<file path="src/rtl/divide_fsm_8bit_if.sv">
// Handshake and data bundle shared by the divider and whoever drives it.
// The master side supplies operands and the start request; the slave side
// (the divider) returns the quotient, remainder and status flags.
interface divide_fsm_8bit_if #(
  parameter int WIDTH = 8
);
  logic             enter;
  logic [WIDTH-1:0] A;
  logic [WIDTH-1:0] B;
  logic [WIDTH-1:0] Q;
  logic [WIDTH-1:0] R;
  logic             done;
  logic             div_by_zero;

  modport master (
    output enter, A, B,
    input  Q, R, done, div_by_zero
  );

  modport slave (
    input  enter, A, B,
    output Q, R, done, div_by_zero
  );
endinterface

</file>
<file path="src/rtl/divide_fsm_8bit.sv">
// Sequential restoring divider. Captures A/B on enter, produces one quotient
// bit per clock (MSB first) and pulses done for one cycle when Q/R are valid.
// Divide by zero takes the normal path and yields Q = all ones, R = A.
module divide_fsm_8bit #(
  parameter int WIDTH = 8
) (
  input  logic              clk,
  input  logic              reset,
  divide_fsm_8bit_if.slave  bus
);

  localparam int CW = $clog2(WIDTH);

  typedef enum logic [1:0] {
    HOLD  = 2'd0,
    START = 2'd1,
    ITER  = 2'd2,
    DONE  = 2'd3
  } state_t;

  state_t           ps_q, ps_d;
  logic [WIDTH-1:0] dq_q, dq_d;
  logic [WIDTH-1:0] dv_q, dv_d;
  logic [WIDTH:0]   pr_q, pr_d;
  logic [CW-1:0]    cnt_q, cnt_d;
  logic [WIDTH-1:0] q_q, q_d;
  logic [WIDTH-1:0] r_q, r_d;
  logic             dbz_q, dbz_d;
  logic             done_q, done_d;

  logic [WIDTH:0]   trial;
  logic [WIDTH:0]   diff;
  logic             qbit;

  // Trial subtraction is done one bit wider than the operands so the carry
  // out of the shifted partial remainder is never lost.
  assign trial = {pr_q[WIDTH-1:0], dq_q[WIDTH-1]};
  assign diff  = trial - {1'b0, dv_q};
  assign qbit  = (trial >= {1'b0, dv_q});

  // Next-state and datapath updates for every FSM state.
  always_comb begin
    ps_d  = ps_q;
    dq_d  = dq_q;
    dv_d  = dv_q;
    pr_d  = pr_q;
    cnt_d = cnt_q;
    q_d   = q_q;
    r_d   = r_q;
    dbz_d = dbz_q;
    case (ps_q)
      HOLD: begin
        if (bus.enter) begin
          dq_d  = bus.A;
          dv_d  = bus.B;
          dbz_d = (bus.B == '0);
          ps_d  = START;
        end
      end
      START: begin
        pr_d  = '0;
        cnt_d = CW'(WIDTH - 1);
        q_d   = '0;
        r_d   = '0;
        ps_d  = ITER;
      end
      ITER: begin
        pr_d = qbit ? diff : trial;
        dq_d = {dq_q[WIDTH-2:0], qbit};
        if (cnt_q == '0) begin
          q_d  = {dq_q[WIDTH-2:0], qbit};
          r_d  = pr_d[WIDTH-1:0];
          ps_d = DONE;
        end else begin
          cnt_d = cnt_q - CW'(1);
        end
      end
      DONE: begin
        ps_d = HOLD;
      end
      default: begin
        ps_d = HOLD;
      end
    endcase
    done_d = (ps_d == DONE);
  end

  // State and output registers; reset takes priority and aborts any division.
  always_ff @(posedge clk) begin
    if (reset) begin
      ps_q   <= HOLD;
      dq_q   <= '0;
      dv_q   <= '0;
      pr_q   <= '0;
      cnt_q  <= '0;
      q_q    <= '0;
      r_q    <= '0;
      dbz_q  <= 1'b0;
      done_q <= 1'b0;
    end else begin
      ps_q   <= ps_d;
      dq_q   <= dq_d;
      dv_q   <= dv_d;
      pr_q   <= pr_d;
      cnt_q  <= cnt_d;
      q_q    <= q_d;
      r_q    <= r_d;
      dbz_q  <= dbz_d;
      done_q <= done_d;
    end
  end

  assign bus.Q           = q_q;
  assign bus.R           = r_q;
  assign bus.done        = done_q;
  assign bus.div_by_zero = dbz_q;

endmodule

</file>
<file path="src/flat_wrapper.sv">
// flat-port wrapper written by rule: the top's interface ports become plain ports
module divide_fsm_8bit_flat 
#(
  parameter int WIDTH = 8
)
  (clk, reset, bus_enter, bus_A, bus_B, bus_Q, bus_R, bus_done, bus_div_by_zero);
  divide_fsm_8bit_if #(.WIDTH(WIDTH)) bus_i ();
  input  logic clk;
  input  logic reset;
  input wire logic [$bits(bus_i.enter)-1:0] bus_enter;
  input wire logic [$bits(bus_i.A)-1:0] bus_A;
  input wire logic [$bits(bus_i.B)-1:0] bus_B;
  output wire logic [$bits(bus_i.Q)-1:0] bus_Q;
  output wire logic [$bits(bus_i.R)-1:0] bus_R;
  output wire logic [$bits(bus_i.done)-1:0] bus_done;
  output wire logic [$bits(bus_i.div_by_zero)-1:0] bus_div_by_zero;
  assign bus_i.enter = bus_enter;
  assign bus_i.A = bus_A;
  assign bus_i.B = bus_B;
  assign bus_Q = bus_i.Q;
  assign bus_R = bus_i.R;
  assign bus_done = bus_i.done;
  assign bus_div_by_zero = bus_i.div_by_zero;
  divide_fsm_8bit #(.WIDTH(WIDTH)) u_core (.clk(clk), .reset(reset), .bus(bus_i));
endmodule
</file>
<file path="config.mk">
export PLATFORM = sky130hd
export DESIGN_NAME = divide_fsm_8bit_flat
export DESIGN_NICKNAME = d
export VERILOG_FILES = /design/src/rtl/divide_fsm_8bit_if.sv /design/src/rtl/divide_fsm_8bit.sv /design/src/flat_wrapper.sv
export SDC_FILE = /design/constraint.sdc
export NUM_CORES = 1
export LEC_CHECK = 0
export CAP_MARGIN = 25
export CORE_MARGIN = 4
export CORE_UTILIZATION = 50
export CTS_CLUSTER_DIAMETER = 150
export DETAILED_ROUTE_END_ITERATION = 6
export PLACE_DENSITY = 0.75
export SYNTH_ARGS = -nofsm -noshare
export SYNTH_HDL_FRONTEND = slang
export SYNTH_SLANG_ARGS = --single-unit
</file>
<file path="constraint.sdc">
create_clock -name clk -period 5.6 [get_ports clk]
set_clock_uncertainty 0.2 [all_clocks]
set_input_delay 0.84 -clock clk [delete_from_list [all_inputs] [get_ports clk]]
set_output_delay 0.84 -clock clk [all_outputs]
set_load 0.03 [all_outputs]
</file>
==> impl.org, run 1 <==
** Routing
- Summing over every cut layer, the via total after detailed routing is 2115.
- In the routed layout, each cell is associated on average with a via count of ~5.5.
- Pre-antenna DRT Iters :: 4
- Remaining number of nets flagged by the antenna check after routing :: 0
- DRC errors left :: 0
- Wire length per cell :: between 10 and 15 µm
- First-iteration detailed-routing DRC count :: 113
- The routed design has between 5000 and 6000 µm of wire.

** Power and ir drop
- Net Sw Power :: slightly below 600 µW
- The internal portion of the total power is 730 µW.
- In this run switching power makes up between 40% and 50% of total power.
- Part of the power in the clock network :: 15.2%
- Post-layout power :: about 1.3 mW
- Combinational logic burns 50.2% of the power.
- Highest ir drop seen on vdd :: ~0.23 mV
- PwrDens :: 452 nW/µm²
- The analysis attributes to cell leakage a power of about 1.0 nW.
- Sequential group share of total power :: between 30% and 40%

** Die
- Die outline area :: 6050 µm²
- For this design the top-level I/O count stands at 37.
- From left edge to right edge, the die measures between 70 and 80 µm.
- The floorplan step defined a core boundary enclosing ~4700 µm².
- The floorplan has 25 rows.
- The die is between 70 and 80 µm tall.
- The initial utilization of the core area, before any placement, comes to roughly half.

** Clock network
- For the worst-skew pair, the clock arrives at the later sink with an insertion delay of about 300 ps.
- Number of buffers inserted for hold repair after clock tree synthesis :: 0
- TritonCTS built the clock tree.
- Clock-pin slew was measured on the worst setup and hold paths at ~90 ps.
- Post-CTS Setup Bufs :: 0
- The H-tree was split into 2 levels.
- Buffers inserted during clock tree synthesis total 5.
- In this run the deepest clock path goes through 2 buffers.
- Post-CTS repair changed the size of 0 cells.
- The root buffer cell chosen for the clock tree is clkbuf_8.
- For this design, the sink count on the clock tree is 47.

** Critical path
- Type of the worst setup path :: flip-flop to flip-flop
- Worst flop-to-flop path endpoint :: u_core.bus.R[5]
- Critical path required time :: between 5000 and 6000 ps
- The number of cells on the worst reg-to-reg path is 7.
- The signal on the critical path passes through inv_1 > ha_1 > nand3b_1 > nor2_1 > nand2_1 > o31ai_1 > a31o_1.
- Startpoint of the lowest-slack register-to-register path :: u_core.ps_q[0]
- Delay contributed by the slowest stage of the critical path :: between 700 and 800 ps
- Maximum fanout encountered on the critical timing path :: 18
- Setup crit start kind :: flip-flop
- Standard cell with the maximum stage delay on the critical path :: nor2_1
- Endpoint class of the critical path :: flip-flop
- Crit path DAT :: around 3000 ps
- Across all register-to-register paths, the minimum setup slack is roughly 2600 ps.

** STA
- Total negative setup slack :: 0 ps
- Headroom to the max-slew limit :: between 20% and 30%
- In the finished design, the share of the clock period the worst path needs comes to between 50 and 60%.
- Final min period :: between 2000 and 3000 ps
- Number of endpoints with negative hold slack in the final report :: 0
- Timing-limited maximum frequency :: between 300 and 400 MHz
- Number of max-slew violations in the final report :: 0
- Slew at the pin with the worst max-slew slack :: around 1000 ps
- Setup repair after global routing left no endpoint under its margin.
- Setup violations remaining at the end of the flow were counted as 0.

** Logic synthesis
- Total of warnings raised by yosys :: 0
- For this run, the leading register cell type out of synthesis is dfxtp_1.
- In this run, synthesis inferred 0 flip-flops with an integrated enable.
- For this run, the register share of the synthesized area comes to roughly two fifths.
- Yosys instantiated no cell more often than nand2_1.
- Biggest area consumer among synthesized cells :: dfxtp_1
- Per-instance average area after synthesis :: 8.34 µm²
- Top-area cell type share of the netlist area :: roughly 39%
- Most frequent cells after synthesis :: nand2_1 (51), dfxtp_1 (47), a21oi_1 (22), nor2_1 (22), inv_1 (16)
- Area of the mapped netlist :: 2440 µm²
- Flops & latches, synth :: 47
- Number of unique standard cell types used by synthesis :: 46
- FFs w/ async S/R, synth :: 0%
- Cells after Synth :: slightly below 300
- Total nets after synthesis :: 325
- By area the synthesized netlist is led by dfxtp_1 (39%), nand2_1 (7.9%), ha_1 (6.7%).

** Final layout
- Once layout is complete, the cells apart from fillers number 388.
- Multi-input gate area in the final layout :: approximately 1400 µm²
- Compared with the post-synthesis result, the final layout area differs by 18.7%.
- Counting the fill cells in the layout gives between 400 and 500.
- Of the cells placed in the final design, the portion with a size suffix greater than 1 is about 5%.
- The repair_antennas step left the layout with diodes totalling 0.
- For this run, the post-layout net count is roughly 350.
- Area occupied by registers :: 941 µm²

** Global route
- Across every metal layer, demand over resource in global routing totals about a fifth.
- Overall overflow remaining after global route :: 0
- Global-route track usage on met2 :: between 20% and 30%
- M1 GR Usage :: 24.3%
- Global routing consumed, on the met3 layer, under 10% of the routing resources.
- Maximum number of pins on one net before global-route repair :: 35
- Via count of the first global-routing pass :: just over 2000
- Most crowded layer after global routing :: met2
- The number of antenna violations at the first check in global routing came to 0.
- Wire length of the first global-routing pass :: between 9000 and 10000 µm

** Outcome
- The run finished with clean final reports.

** Flow run
- The tool flagged a number of max-cap violations equal to 0.

** Worst hold path
- Worst hold path endpoint :: u_core.dv_q[4]
- The worst hold path begins at u_core.dv_q[4].
- The tightest min-delay check is of the flip-flop to flip-flop type.
- Number of cells on the worst hold path :: 2

** Placement
- Post-DP HPWL :: approximately 3800 µm
- Count of input and output buffers :: 36
- # placed instances :: 380
- Routability congestion estimate :: between 0.8 and 0.9
==> metrics by stage <==
step           util, %  area (µm²)  hold slack (ps)  worst slack [ps]
2_1_floorplan        -        2440              236              3500
3_3_place_gp      59.5        2810              240              2770
3_5_place_dp      59.5        2810              247              2680
4_1_cts           61.2        2890              259              2640
5_1_grt           61.2        2890              281              2410
6_report          61.2        2890              257              2640
==> how the worst max path moves through the flow <==
stage                         startpoint              end  depth (start not counted)
after floorplan           u_core.dq_q[7]   u_core.pr_q[6]                          8
after global placement    u_core.ps_q[0]  u_core.bus.R[5]                          7
after detailed placement  u_core.ps_q[0]  u_core.bus.R[5]                          7
after CTS                 u_core.ps_q[0]  u_core.bus.R[5]                          7
after global routing      u_core.ps_q[0]  u_core.bus.R[5]                          7
final                     u_core.ps_q[0]  u_core.bus.R[5]                          7
==> cell type report <==
class | count | share of cell area, %
multi-input cells | 213 | 46.9
flip-flops and latches | 47 | 32.5
repair buffers | 37 | 12.7
well taps | 67 | 2.90
clock buffers | 5 | 2.38
inverters | 16 | 2.08
clock inverters | 3 | 0.519
==> logic make-up (layout without fill, tap and decap cells) <==
| logic type | after synthesis | after routing | share of synthesized area [%] |
|---|---|---|---|
| muxes | 7 | 7 | 2.88 |
| buffers and inverters | 32 | 61 | 5.70 |
| AOI/OAI and AO/OA | 78 | 78 | 23.0 |
| DFF | 47 | 47 | 38.6 |
| and+or+nand+nor | 110 | 110 | 20.9 |
| adders and majority gates | 14 | 14 | 7.50 |
| xor gates and xnor gates | 4 | 4 | 1.44 |
==> layout by cell type, fill, tap and decap left out, types with 4 or more instances in the layout <==
master,n
a211oi_1,8
a21oi_1,22
a32o_1,6
clkbuf_8,5
clkdlybuf4s50_1,36
dfxtp_1,47
ha_1,13
inv_1,16
mux2i_1,7
nand2_1,51
nand2b_1,5
nand3_1,10
nor2_1,22
o211ai_1,12
o21ai_0,10
o31ai_1,4
==> flip-flops by register name, indices dropped and copies added (netlist names) <==
signal,count
u_core.bus.Q,8
u_core.bus.R,8
u_core.dq_q,8
u_core.dv_q,8
u_core.pr_q,8
u_core.cnt_q,3
u_core.ps_q,2
u_core.bus.div_by_zero,1
u_core.bus.done,1
==> metal layers <==
metal	part of all wire (%)	vias up
li1	-	1085
met1	46	971
met2	47	43
met3	3.2	16
met4	3.5	0
met5	0	-
==> power by group through the flow <==
stage | logic [mW] | clock network, mW | registers, mW
finish | 0.656 | 0.199 | 0.451
global route | 0.735 | 0.217 | 0.460
CTS | 0.657 | 0.204 | 0.452
detailed placement | 0.653 | 0 | 0.459
global placement | 0.645 | 0 | 0.457
floorplan | 0.501 | 0 | 0.478
==> worst max-delay path: cells and delay by family, from the launching register on <==
| kind | cells | cell delay [ps] |
|---|---|---|
| flip-flops | 1 | 330 |
| adder cells (fa/ha/maj) | 1 | 650 |
| AND/OR/NAND/NOR | 3 | 1290 |
| AO/OA/AOI/OAI | 2 | 350 |
| buffers and inverters | 1 | 80 |
(Power assumes the default switching activity.)
==> run 2, diff against run 1 <==
Clock period 5.6 ns to 2.8 ns, I/O delays scaled along.
==> run 2 against run 1 <==
Effect of this change: hold slack improved by 4.0 ps; wire length rose by 10%; worst setup slack worse by 2300 ps.
==> impl.org, run 2 (synthesis gave the netlist of run 1 again) <==
** Outcome
- Status :: complete, no violations

** STA
- The highest attainable clock frequency came to 404 MHz (+20%).
- The final number of hold-violating endpoints came to 0 (unchanged).
- Slew at the pin with the worst max-slew slack :: 567 ps (-479 ps)
- Final min period :: 2470 ps (-485 ps)
- Headroom to the max-slew limit :: 62.1% (+32 points)
- The number of setup violations in the final report was 0 (unchanged).
- Setup repair after global routing left no endpoint under its margin.
- Part of the cycle the worst path needs :: 88.3% (+36 points)
- The post-layout worst setup margin was 326 ps (-2310 ps).
- The total count of max-transition violations in the final report came to 0 (unchanged).
- The setup TNS after final layout came to 0 ps (unchanged).

** Final layout
- Commonest cells after routing, fill and taps aside :: nand2_1 (51), dfxtp_1 (47), clkdlybuf4s50_1 (36), nor2_1 (22), a21oi_1 (22)
- The net count reported at finish was 361 (+2.3%).
- The non-filler instance count after layout came to 395 (+1.8%).
- Most common library cell in the layout ignoring fill and taps :: nand2_1
- Fraction of final layout cells sized beyond drive strength 1 :: 6.71% (+1.7 points)
- Count of antenna diodes in the layout :: 0 (unchanged)
- Compared with the post-synthesis result, the final layout area differs by 22.0%.

** Global route
- Wire length of the first global-routing pass :: 9890 µm (+7.7%)
- The sum of overflow across all layers after global routing came to 0 (unchanged).
- Via count of the first global-routing pass :: 2182 (+7.4%)
- The maximum number of pins on one net before global-route repair was 21 (-40%).
- Overall global routing resource usage :: 20.2% (+1.5 points)
- Number of antenna violations at the first check in global routing :: 0 (unchanged)

** Clock network
- The clock transition time at the flip-flop clock pins of the worst setup and hold paths was 80 ps (about the same).
- CTS Buffer Depth :: 2 (unchanged)
- Root buf cell :: clkbuf_8
- The later-pin clock latency in the skew report came to 290 ps (about the same).
- The number of H-tree levels is 2 (unchanged).
- TritonCTS clock tree :: done
- The number of gates resized after CTS came to 0 (unchanged).
- The number of buffers added to fix hold violations after cts was 0 (unchanged).
- Post-CTS Setup Bufs :: 0 (unchanged)
- The number of buffers created by CTS was 5 (unchanged).
- The clock sink count came to 47 (unchanged).

** Die
- The full die area is 6050 µm² (unchanged).
- Starting Density :: 51.6% (unchanged)
- Die width :: 77.8 µm (unchanged)
- The area of the core is 4720 µm² (unchanged).
- The number of primary I/O pins was 37 (unchanged).
- The cell row count came to 25 (unchanged).
- Y dimension of the die :: 77.8 µm (unchanged)

** Critical path
- FF-to-FF setup slack :: 330 ps (-2310 ps)
- The critical path is of the flip-flop to flip-flop type.
- Maximum fanout encountered on the critical timing path :: 17 (-1)
- The worst endpoint data arrival time is 2460 ps (-540 ps).
- Endpoint class of the critical path :: flip-flop
- The depth of the most critical reg-to-reg path is 7 (unchanged).
- Setup crit start kind :: flip-flop
- The worst path required time was 2790 ps (-2850 ps).

** Power and ir drop
- Highest ir drop seen on vdd :: 0.501 mV (+110%)
- Switching share of power :: 42.6% (-1.6 points)
- The cell-internal power is 1.59 mW (+120%).
- Sequential group share of total power :: 32.6% (-2.0 points)
- Combinational fraction of design power :: 50.2% (about the same)
- PwrDens :: 933 nW/µm² (+110%)
- The leakage power is 1.08 nW (+4.1%).
- The switching power of the nets was 1.18 mW (+100%).
- The total design power was 2.77 mW (+110%).
- The clock share of power is 17.2% (+2.0 points).

** Routing
- The detailed-routing iteration count for the pre-antenna-repair pass is 4 (unchanged).
- The count of nets left with antenna violations after detail routing was 0 (unchanged).
- The detailed-route wire length was 5820 µm (+10%).
- Wire length per cell :: 14.7 µm (+8.0%)
- Via count of the routed design :: 2197 (+3.9%)
- DRC errors left :: 0 (unchanged)
- The detail-routed via count per cell came to 5.56 (+2.0%).
- The violation count after the first detailed-route iteration came to 101 (-11%).

** Placement
- Count of input and output buffers :: 36 (unchanged)
- Minimum setup slack after placement :: 412 ps (-2260 ps)
- The HPWL after detailed placement was 4260 µm (+12%).
- The placer's final routability congestion estimate is 0.870 (+1.8%).
- The placed cell count was 388 (+2.1%).

** Flow run
- The number of max-cap violations is 0 (unchanged).

** Worst hold path
- Number of cells on the worst hold path :: 2 (unchanged)
- The path class of the tightest hold or removal check is flip-flop to flip-flop.
==> run 2: cell types whose count changed in the layout (fill, tap and decap cells not counted) <==
cell,change
clkbuf_1,+1
clkinv_2,-3
bufinv_16,+1
buf_4,+8
==> run 2: worst paths after layout <==
| path | end | start |
|---|---|---|
| min reg2reg | u_core.bus.R[7] | u_core.bus.R[7] |
| max | u_core.pr_q[1] | u_core.dv_q[4] |
| max reg2reg | u_core.pr_q[1] | u_core.dv_q[4] |
| min | u_core.bus.R[7] | u_core.bus.R[7] |
==> run 2: power by group through the flow <==
stage               Combinational, mW  Sequential (mW)  Clock [mW]
CTS                              1.39            0.904       0.488
global route                     1.55            0.922       0.521
floorplan                        1.00            0.956           0
global placement                 1.35            0.913           0
detailed placement               1.38            0.918           0
finish                           1.39            0.905       0.476
==> run 2: critical path: stages, from the launching register on <==
cell	delay, ps
dfxtp_1	350
inv_1	50
ha_1	370
and3_2	260
nand3_2	120
a31oi_4	450
o21ai_0	230
a32o_1	330
==> run 2: per-layer routing <==
layer / vias up / GRT usage (%) / routed length (µm)
met5: - / 0 / 0
met4: 0 / 10.1 / 166
met3: 18 / 4.06 / 248
met2: 58 / 35.1 / 2910
met1: 1023 / 23.3 / 2500
li1: 1098 / - / -
==> run 2: cell type report <==
type / count / area [µm²]
inverter: 16 / 60.1
clock buffer: 6 / 72.6
timing repair buffer: 45 / 428
sequential: 47 / 941
fill: 411 / 1750
multi-input combinational: 213 / 1360
clock inverter: 1 / 30.0
tap: 67 / 83.8
==> run 2: stage by stage <==
step,util (%),hold slack [ps],cell area [µm²]
final,62.9,261,2970
after global routing,62.9,293,2970
after CTS,62.9,264,2970
after detailed placement,60.7,245,2870
after global placement,60.7,242,2870
after floorplan,-,236,2440
==> run 3, diff against run 2 <==
Settings changed: PLACE_DENSITY 0.75 to 0.82, SKIP_CTS_REPAIR_TIMING set to 1.
==> run 3 against run 2 <==
Effect of this change: critical path depth is the same; via count grew 0.73%; sequential power about the same; critical endpoint is now u_core.pr_q[0]; largest cell class unchanged.
==> impl.org, run 3 (synthesis gave the netlist of run 1 again) <==
** Placement
- The placer's final routability congestion estimate was 0.840 (-3.5%).
- Count of input and output buffers :: 36 (unchanged)
- # placed instances :: 389 (+0.26%)
- The HPWL after detailed placement came to 4190 µm (-1.8%).

** Die
- Die outline area :: 6050 µm² (unchanged)
- The die width came to 77.8 µm (unchanged).
- The area of the core came to 4720 µm² (unchanged).
- The height of the chip came to 77.8 µm (unchanged).
- Starting Density :: 51.6% (unchanged)
- Number of placement rows :: 25 (unchanged)
- The number of primary I/O pins came to 37 (unchanged).

** Critical path
- By startpoint and endpoint, the worst setup path is classified as flip-flop to flip-flop.
- The worst setup path is captured at a flip-flop.
- The depth of the most critical reg-to-reg path was 7 (unchanged).
- CP cell instances :: inv_1 > ha_1 > and3_2 > nand3_2 > a31oi_4 > o21ai_0 > a32o_1
- The sum of buffers and inverters on the critical path was 1 (unchanged).
- For this design, the slowest cell found on the critical path is a31oi_4.
- Delay contributed by the slowest stage of the critical path :: 460 ps (about the same)
- Broken down by cell family, the worst path's largest delay share belongs to compound AO/OA/AOI/OAI gates.
- The number of cells on the critical path came to 7 (unchanged).
- Critical path required time :: 2790 ps (about the same)
- The worst reg-to-reg setup slack is 320 ps (about the same).
- Maximum fanout encountered on the critical timing path :: 17 (unchanged)
- Crit path DAT :: 2460 ps (about the same)
- Setup crit start kind :: flip-flop

** Global route
- Via count of the first global-routing pass :: 2187 (+0.23%)
- The global-route usage over all layers is 19.6% (-0.55 points).
- Overall overflow remaining after global route :: 0 (unchanged)
- Global-route track usage on met2 :: 34.5% (-0.60 points)
- Global routing met3 resource utilization :: 3.94% (-0.12 points)
- In this run the most used layer during global routing was met2.
- Maximum number of pins on one net before global-route repair :: 21 (unchanged)
- M1 GR Usage :: 23.3% (+0.038 points)
- Wire length of the first global-routing pass :: 9780 µm (-1.2%)
- Number of antenna violations at the first check in global routing :: 0 (unchanged)

** STA
- The minimum clock period came to 2480 ps (+4.02 ps).
- The share of the cycle needed by the critical path after routing came to 88.5% (+0.14 points).
- The setup TNS after final layout was 0 ps (unchanged).
- Headroom to the max-slew limit :: 62.5% (+0.38 points)
- Number of max-slew violations in the final report :: 0 (unchanged)
- Timing-limited maximum frequency :: 404 MHz (-0.16%)
- The final number of hold-violating endpoints is 0 (unchanged).
- Endpoints failing setup :: 0 (unchanged)
- Slew at the pin with the worst max-slew slack :: 562 ps (-5.02 ps)
- Setup repair after global routing left no endpoint under its margin.

** Power and ir drop
- Switching share of power :: 42.5% (about the same)
- The power density over the cells was 943 nW/µm² (+1.0%).
- The worst IR drop on VDD was 0.468 mV (-6.7%).
- The switching power of the nets is 1.20 mW (+1.7%).
- Sequential group share of total power :: 32.0% (-0.6 points)
- Part of the power in the clock network :: 18.0% (+0.8 points)
- The leakage power came to 1.10 nW (+1.4%).
- The share of power burned in combinational logic was 50.0% (-0.2 points).
- Internal power component :: 1.62 mW (+1.8%)

** Clock network
- Root buf cell :: clkbuf_8
- TritonCTS built the clock tree.
- Latest clock arrival within the worst-skew pair :: 290 ps (about the same)
- H-tree depth :: 2 (unchanged)
- The clock sink count came to 47 (unchanged).
- The number of buffers created by CTS came to 5 (unchanged).
- Clock slew at the register clock pins of the worst setup and hold paths :: 90 ps (about the same)
- CTS Buffer Depth :: 2 (unchanged)

** Routing
- Remaining number of nets flagged by the antenna check after routing :: 0 (unchanged)
- The detailed-routing iteration count for the pre-antenna-repair pass came to 4 (unchanged).
- The via count of the routed design came to 2213 (+0.73%).
- The remaining routing DRC violations is 0 (unchanged).
- The average wire length per cell after detail routing is 14.2 µm (-3.4%).
- The detail-routed via count per cell was 5.57 (+0.22%).
- The violation count after the first detailed-route iteration was 117 (+16%).
- The detailed-route wire length was 5660 µm (-2.9%).

** Final layout
- Fraction of final layout cells sized beyond drive strength 1 :: 7.58% (+0.87 points)
- Commonest cells after routing, fill and taps aside :: nand2_1 (51), dfxtp_1 (47), clkdlybuf4s50_1 (36), nor2_1 (22), a21oi_1 (22)
- Count of non-filler cells in the finished layout :: 397 (+0.51%)
- NumNets Final :: 362 (+0.28%)
- Fill cells :: 394 (-4.1%)
- The library cell used most frequently in the layout, excluding fill and tap cells, is nand2_1.
- The final antenna diode count is 0 (unchanged).
- Area added between synthesis and finish :: 22.9%

** Worst hold path
- Hold WC Path Type :: flip-flop to flip-flop
- Number of cells on the worst hold path :: 2 (unchanged)

** Flow run
- Max cap viols :: 0 (unchanged)

** Outcome
- Status :: complete, no violations
run 3: cell types whose count changed in the layout (fill, tap and decap cells not counted), sizes merged:
cell    delta
clkinv     +1
buf        +1
run 3: metal layers:
metal | part of all wire, % | up-vias
met5 | 0 | -
met4 | 1.2 | 0
met3 | 4.8 | 8
met2 | 51 | 59
met1 | 43 | 1045
li1 | - | 1101
run 3: worst register-to-register path: stages, from the launching register on:
cell	delay [ps]
dfxtp_1	340
inv_1	50
ha_1	370
and3_2	260
nand3_2	130
a31oi_4	460
o21ai_0	240
a32o_1	310
run 3: stage by stage:
stage          hold slack [ps]  setup WS, ps  power, mW  utilization, %  area (µm²)
2_1_floorplan              236           701       1.96               -        2440
3_3_place_gp               237           448       2.26            60.9        2880
3_5_place_dp               248           402       2.30            60.9        2880
4_1_cts                    263           339       2.83            63.4        2990
5_1_grt                    291           201       3.03            63.4        2990
6_report                   259           322       2.82            63.4        2990
run 3: area by class of cell:
cell class              count  area [µm²]  share of cell area [%]
flip-flops and latches     47         941                    31.4
clock inverters             2        35.0                    1.17
multi-input cells         213        1360                    45.3
inverters                  16        60.1                    2.01
clock buffers               6        82.6                    2.76
well taps                  67        83.8                    2.80
repair buffers             46         435                    14.5
run 3: final timing paths:
check	from	endpoint
setup / recovery	u_core.dv_q[4]	u_core.pr_q[0]
hold / removal	u_core.bus.div_by_zero	u_core.bus.div_by_zero
setup reg to reg	u_core.dv_q[4]	u_core.pr_q[0]
hold reg to reg	u_core.bus.div_by_zero	u_core.bus.div_by_zero
run 3: power groups by stage:
stage / registers (mW) / clock network, mW / logic, mW
floorplan: 0.956 / 0 / 1.00
global placement: 0.911 / 0 / 1.35
detailed placement: 0.916 / 0 / 1.39
CTS: 0.902 / 0.517 / 1.41
global route: 0.922 / 0.547 / 1.56
finish: 0.903 / 0.508 / 1.41
